<file path="config.mk">
export PLATFORM = sky130hd
export DESIGN_NAME = time_domain_reg_flat
export DESIGN_NICKNAME = d
export VERILOG_FILES = /design/src/rtl/tdr_pkg.sv /design/src/rtl/tdr_if.sv /design/src/rtl/tdr_edge_det.sv /design/src/rtl/time_domain_reg.sv /design/src/flat_wrapper.sv
export SDC_FILE = /design/constraint.sdc
export NUM_CORES = 1
export LEC_CHECK = 0
export CAP_MARGIN = 20
export CORE_ASPECT_RATIO = 0.75
export CORE_MARGIN = 2
export CORE_UTILIZATION = 55
export DETAILED_ROUTE_END_ITERATION = 10
export GPL_TIMING_DRIVEN = 0
export PLACE_DENSITY = 0.71
export SKIP_LAST_GASP = 1
export SLEW_MARGIN = 15
export SYNTH_ARGS = -nofsm -noshare
export SYNTH_HDL_FRONTEND = slang
export SYNTH_SLANG_ARGS = --single-unit
</file>
<file path="constraint.sdc">
create_clock -name clk_i -period 4.5 [get_ports clk_i]
set_input_delay 0.9 -clock clk_i [delete_from_list [all_inputs] [get_ports clk_i]]
set_output_delay 0.9 -clock clk_i [all_outputs]
set_load 0.1 [all_outputs]
</file>
<file path="src/rtl/tdr_pkg.sv">
//-----------------------------------------------------------------------------
// tdr_pkg
// Shared types and defaults for the time-domain register cell.
//   tdr_state_e    : cell state (EMPTY, WRITE, FULL, READ)
//   CNT_W_DEFAULT  : default counter / storage width
//-----------------------------------------------------------------------------
`timescale 1ns/1ps
package tdr_pkg;

  typedef enum logic [1:0] {
    EMPTY = 2'd0,
    WRITE = 2'd1,
    FULL  = 2'd2,
    READ  = 2'd3
  } tdr_state_e;

  localparam int CNT_W_DEFAULT = 8;

endpackage

</file>
<file path="src/rtl/tdr_if.sv">
//-----------------------------------------------------------------------------
// tdr_if
// Strobe / output bundle of one time-domain register cell.
//   WE0_i   : write start strobe (level)
//   WE1_i   : write stop strobe (level)
//   RE_i    : read strobe (level)
//   carry_o : sticky overflow flag of the last write
//   out_o   : replay pulse
// Modports: master drives the strobes, slave is the cell.
//-----------------------------------------------------------------------------
`timescale 1ns/1ps
interface tdr_if;

  logic WE0_i;
  logic WE1_i;
  logic RE_i;
  logic carry_o;
  logic out_o;

  modport master (
    output WE0_i,
    output WE1_i,
    output RE_i,
    input  carry_o,
    input  out_o
  );

  modport slave (
    input  WE0_i,
    input  WE1_i,
    input  RE_i,
    output carry_o,
    output out_o
  );

endinterface

</file>
<file path="src/rtl/tdr_edge_det.sv">
//-----------------------------------------------------------------------------
// tdr_edge_det
// One-bit rising-edge detector with a single history flop.
//   i_clk  : clock
//   i_rst  : synchronous active-high reset (clears history)
//   i_d    : strobe level, already synchronous to i_clk
//   o_rise : high in the cycle where i_d is 1 and was 0 on the last edge
//-----------------------------------------------------------------------------
`timescale 1ns/1ps
module tdr_edge_det (
  input  logic i_clk,
  input  logic i_rst,
  input  logic i_d,
  output logic o_rise
);

  logic r_q;

  // History flop: strobe level seen on the previous clock edge
  always_ff @(posedge i_clk) begin
    if (i_rst) begin
      r_q <= 1'b0;
    end else begin
      r_q <= i_d;
    end
  end

  assign o_rise = i_d & ~r_q;

endmodule

</file>
<file path="src/rtl/time_domain_reg.sv">
//-----------------------------------------------------------------------------
// time_domain_reg
// Time-domain memory cell: records the number of clock edges between a
// write-start and a write-stop strobe, and replays that count as a single
// high pulse on a read strobe.
//   clk_i : clock, all state changes on the rising edge
//   rst_i : synchronous active-high reset
//   bus   : tdr_if.slave (WE0_i, WE1_i, RE_i in; carry_o, out_o out)
// Parameter CNT_W: counter/storage width (max interval 2**CNT_W-1 cycles).
//-----------------------------------------------------------------------------
`timescale 1ns/1ps
module time_domain_reg
  import tdr_pkg::*;
#(
  parameter int CNT_W = CNT_W_DEFAULT
) (
  input  logic  clk_i,
  input  logic  rst_i,
  tdr_if.slave  bus
);

  localparam logic [CNT_W-1:0] CNT_ZERO = {CNT_W{1'b0}};
  localparam logic [CNT_W-1:0] CNT_ONE  = {{(CNT_W-1){1'b0}}, 1'b1};

  tdr_state_e        r_state;
  tdr_state_e        w_state_nxt;
  logic [CNT_W-1:0]  r_cnt;
  logic [CNT_W-1:0]  w_cnt_nxt;
  logic [CNT_W-1:0]  r_stored;
  logic [CNT_W-1:0]  w_stored_nxt;
  logic [CNT_W-1:0]  w_cnt_inc;
  logic              r_carry;
  logic              w_carry_nxt;
  logic              r_out;
  logic              w_out_nxt;
  logic              w_rise_we0;
  logic              w_rise_we1;
  logic              w_rise_re;
  logic              w_cnt_all_ones;
  logic              w_stored_zero;

  tdr_edge_det u_edge_we0 (.i_clk(clk_i), .i_rst(rst_i), .i_d(bus.WE0_i), .o_rise(w_rise_we0));
  tdr_edge_det u_edge_we1 (.i_clk(clk_i), .i_rst(rst_i), .i_d(bus.WE1_i), .o_rise(w_rise_we1));
  tdr_edge_det u_edge_re  (.i_clk(clk_i), .i_rst(rst_i), .i_d(bus.RE_i),  .o_rise(w_rise_re));

  // The stop edge itself is counted, so the stored interval equals the
  // number of edges from the start sample to the stop sample.
  assign w_cnt_inc      = r_cnt + CNT_ONE;
  assign w_cnt_all_ones = &r_cnt;
  assign w_stored_zero  = (r_stored == CNT_ZERO);

  // State and datapath registers
  always_ff @(posedge clk_i) begin
    if (rst_i) begin
      r_state  <= EMPTY;
      r_cnt    <= CNT_ZERO;
      r_stored <= CNT_ZERO;
      r_carry  <= 1'b0;
      r_out    <= 1'b0;
    end else begin
      r_state  <= w_state_nxt;
      r_cnt    <= w_cnt_nxt;
      r_stored <= w_stored_nxt;
      r_carry  <= w_carry_nxt;
      r_out    <= w_out_nxt;
    end
  end

  // Next-state decode
  always_comb begin
    w_state_nxt = r_state;
    case (r_state)
      EMPTY, FULL: begin
        if (w_rise_we0 && w_rise_we1) begin
          w_state_nxt = FULL;
        end else if (w_rise_we0) begin
          w_state_nxt = WRITE;
        end else if ((r_state == FULL) && w_rise_re && !w_stored_zero) begin
          // A zero-length interval has nothing to replay; stay in FULL.
          w_state_nxt = READ;
        end else begin
          w_state_nxt = r_state;
        end
      end
      WRITE: begin
        if (w_rise_we1) begin
          w_state_nxt = FULL;
        end else begin
          w_state_nxt = WRITE;
        end
      end
      READ: begin
        if (r_cnt == CNT_ZERO) begin
          w_state_nxt = FULL;
        end else begin
          w_state_nxt = READ;
        end
      end
      default: begin
        w_state_nxt = EMPTY;
      end
    endcase
  end

  // Counter, stored value, carry and output next values
  always_comb begin
    w_cnt_nxt    = r_cnt;
    w_stored_nxt = r_stored;
    w_carry_nxt  = r_carry;
    w_out_nxt    = 1'b0;
    case (r_state)
      EMPTY, FULL: begin
        if (w_rise_we0) begin
          w_cnt_nxt   = CNT_ZERO;
          w_carry_nxt = 1'b0;
          if (w_rise_we1) begin
            w_stored_nxt = CNT_ZERO;
          end else begin
            w_stored_nxt = r_stored;
          end
        end else if ((r_state == FULL) && w_rise_re) begin
          // Preload the down-counter; the pulse starts on the next edge.
          w_cnt_nxt = r_stored;
        end else begin
          w_cnt_nxt = r_cnt;
        end
      end
      WRITE: begin
        w_cnt_nxt = w_cnt_inc;
        if (w_cnt_all_ones) begin
          w_carry_nxt = 1'b1;
        end else begin
          w_carry_nxt = r_carry;
        end
        if (w_rise_we1) begin
          w_stored_nxt = w_cnt_inc;
        end else begin
          w_stored_nxt = r_stored;
        end
      end
      READ: begin
        // One high cycle per remaining count, then drop and return to FULL.
        if (r_cnt != CNT_ZERO) begin
          w_out_nxt = 1'b1;
          w_cnt_nxt = r_cnt - CNT_ONE;
        end else begin
          w_out_nxt = 1'b0;
          w_cnt_nxt = r_cnt;
        end
      end
      default: begin
        w_cnt_nxt = CNT_ZERO;
      end
    endcase
  end

  assign bus.carry_o = r_carry;
  assign bus.out_o   = r_out;

endmodule

</file>
<file path="src/flat_wrapper.sv">
// flat-port wrapper written by rule: the top's interface ports become plain ports
module time_domain_reg_flat import tdr_pkg::*;
#(
  parameter int CNT_W = CNT_W_DEFAULT
)
  (clk_i, rst_i, bus_WE0_i, bus_WE1_i, bus_RE_i, bus_carry_o, bus_out_o);
  tdr_if bus_i ();
  input  logic clk_i;
  input  logic rst_i;
  input wire logic [$bits(bus_i.WE0_i)-1:0] bus_WE0_i;
  input wire logic [$bits(bus_i.WE1_i)-1:0] bus_WE1_i;
  input wire logic [$bits(bus_i.RE_i)-1:0] bus_RE_i;
  output wire logic [$bits(bus_i.carry_o)-1:0] bus_carry_o;
  output wire logic [$bits(bus_i.out_o)-1:0] bus_out_o;
  assign bus_i.WE0_i = bus_WE0_i;
  assign bus_i.WE1_i = bus_WE1_i;
  assign bus_i.RE_i = bus_RE_i;
  assign bus_carry_o = bus_i.carry_o;
  assign bus_out_o = bus_i.out_o;
  time_domain_reg #(.CNT_W(CNT_W)) u_core (.clk_i(clk_i), .rst_i(rst_i), .bus(bus_i));
endmodule
</file>
==> flow_summary.toml <==
[synthesis]
ys_seq_area_share_pct = 34.4
synth_area_mm2 = 0.00134
syn_area_per_cell_um2 = 8.22
synth_warnings = 0
synthArstFlopShare_pct = 0
synth_nets = 170
syn-instance-count = 163
synth_seq_cells = 23
synthFlopType = "dfxtp_1"
synth-edff-count = 0
synth.distinct_cells = 42

[placed_design]
port-buffer-count = 5
gp_congestion = 0.892
post-dp-hpwl_um = 2220

[final_layout]
final_nets = 180
syn_to_final_growth_pct = 9.15
layout_commonest_cell = "dfxtp_1"
drive_gt1_share_pct = 9.88
nFillCells = 202
ff_latch_area_um2 = 460
multi_input_area_um2 = 758
antenna_cells = 0
layout_common_cells = "dfxtp_1 (23), nor2_1 (19), nand2_1 (12)"

[worst_setup_path]
end_kind = "primary output"
crit_arrival_ns = 1.83
required_ns = 3.60
worstSetupPathType = "reg2out"
cp_max_fo = 2
cpPeakStageDelay_ns = 1.13
cp-start-kind = "flop"
cp_num_buf_inv = 1
worstPathCellList = "clkdlybuf4s50_1"
cp_top_family = "buffers and inverters"
slowest_stage = "clkdlybuf4s50_1"

[clocking]
clkLatencyLatePin_ns = 0.34
clockBufferDepth = 2
cts_hold_buf = 0
htreeDepth = 1
post_cts_buffers = 0
cts-root-buf = "clkbuf_4"
cts_sinks = 23
cts_buffers = 3
cts_tree = "yes"
clk_pin_slew_worst_paths_ns = 0.15
cts-resized-gates = 0

[timing]
hold_viol = 0
hold_slack_ns = 0.486
period_share_pct = 60.6
timing.setup.tns_ns = 0
period_minus_slack_ns = 2.73
slew_viol_final = 0
tightest_slew_ns = 0.961
rsz0062_at_grt = "false"
relSlewSlack_pct = 35.7
skew_ns = 0.0128
finalSetupViolCount = 0
max_freq_mhz = 366

[route]
wl_per_cell_um = 15.0
wl_um = 3080
ant_nets = 0
dr.pass1.iters = 4
viasPerCell = 5.94
drcViolationCount = 0
drtIter0Drc = 90
vias = 1223

[power_and_ir_drop]
ir_drop_mv = 0.221
p_leak_nw = 0.513
power_per_cell_area_mw_per_mm2 = 280

[global_routing]
grt-ovfl-total = 0
grt_pass1_wl_um = 5200
grt_max_degree = 15
track_usage_pct = 25.7
grt_pass1_vias = 1085
antenna_found_initial = 0

[floorplan]
rows = 15
start_util_pct = 58.0
ioPinCount = 7
die_width_um = 61.0
dieArea_mm2 = 0.00285
die_h_um = 46.7
fp.coreArea_mm2 = 0.00231

[min_path]
hp-class = "reg2reg"

[outcome]
status = "finished clean"

[job]
maxCapViolCount = 0
-- per-stage QoR --
stage | cells | area [µm²] | worst slack [ns] | power, mW | utilization [%]
after floorplan | 163 | 1340 | 2.44 | 0.286 | -
after global placement | 202 | 1430 | 1.72 | 0.305 | 62.1
after detailed placement | 202 | 1430 | 1.70 | 0.306 | 62.1
after CTS | 206 | 1460 | 1.76 | 0.413 | 63.4
after global routing | 206 | 1460 | 1.73 | 0.429 | 63.4
final | 206 | 1460 | 1.77 | 0.409 | 63.4
-- report_power, final --
part / leakage (nW) / switching (mW) / internal [mW]
clock network: 0.0139 / 0.0727 / 0.0342
registers: 0.187 / 0.00555 / 0.210
logic: 0.313 / 0.0501 / 0.0373
total: 0.513 / 0.128 / 0.281
-- sequential cells by signal, summed over array words and instances, names as in the netlist --
name and cells:
u_core.r_cnt 8, u_core.u_edge_we0.r_q 1, u_core.r_state 2, u_core.u_edge_we1.r_q 1, u_core.bus.carry_o 1, u_core.bus.out_o 1
u_core.u_edge_re.r_q 1, u_core.r_stored 8
-- kinds of logic (layout without fill, tap and decap cells) --
logic type	after synthesis	after routing	share of synthesized area, %
AO/OA/AOI/OAI	49	49	24.8
XOR/XNOR	8	8	5.23
adder cells (fa/ha/maj)	2	2	1.87
buffers and inverters	17	26	9.06
flip-flops	23	23	34.4
multiplexers	1	1	0.747
AND/OR/NAND/NOR	63	63	23.9
-- layout make-up --
type                    instances  area share, %
plain buffers                  12           7.01
inverters                       5           1.28
flip-flops and latches         23           31.5
clock inverters                 1          0.513
well taps                      34           2.91
repair buffers                  5           3.42
multi-input cells             123           51.8
clock buffers                   3           1.54
-- cells in the mapped netlist (all sizes together) (2+ instances only) --
cell,number,share of area (%)
or3,2,0.93
nor3,4,1.5
nor4,3,1.4
o2bb2ai,2,1.3
o21ai,13,4.9
xor2,5,3.3
nand3,6,2.2
nor2b,5,2.3
xnor2,3,2.0
a31oi,4,1.9
dfxtp,23,34
a21o,2,1.1
nor2,19,5.3
clkbuf,3,1.1
o31ai,4,2.2
nand2,13,3.8
a21oi,8,3.0
a211oi,5,2.8
nand2b,5,2.3
ha,2,1.9
inv,5,1.4
a22oi,3,1.7
buf,8,5.6
nand4,2,0.93
-- metal layers --
| metal | global-route usage (%) | part of all wire [%] |
|---|---|---|
| met3 | 5.79 | 7.0 |
| met1 | 37.1 | 48 |
| met5 | 0 | 0 |
| met2 | 37.8 | 43 |
| met4 | 9.57 | 1.7 |
-- path summary, 6_finish.rpt --
check                                         from            endpoint  slack (ns)  depth (start not counted)
worst min register to register  u_core.bus.carry_o  u_core.bus.carry_o        0.49                          2
worst max-delay path            u_core.bus.carry_o         bus_carry_o        1.77                          1
worst min-delay path            u_core.bus.carry_o  u_core.bus.carry_o        0.49                          2
worst max register to register     u_core.r_cnt[0]     u_core.r_cnt[3]        2.13                          9
Power figures use the tool's default switching activity.
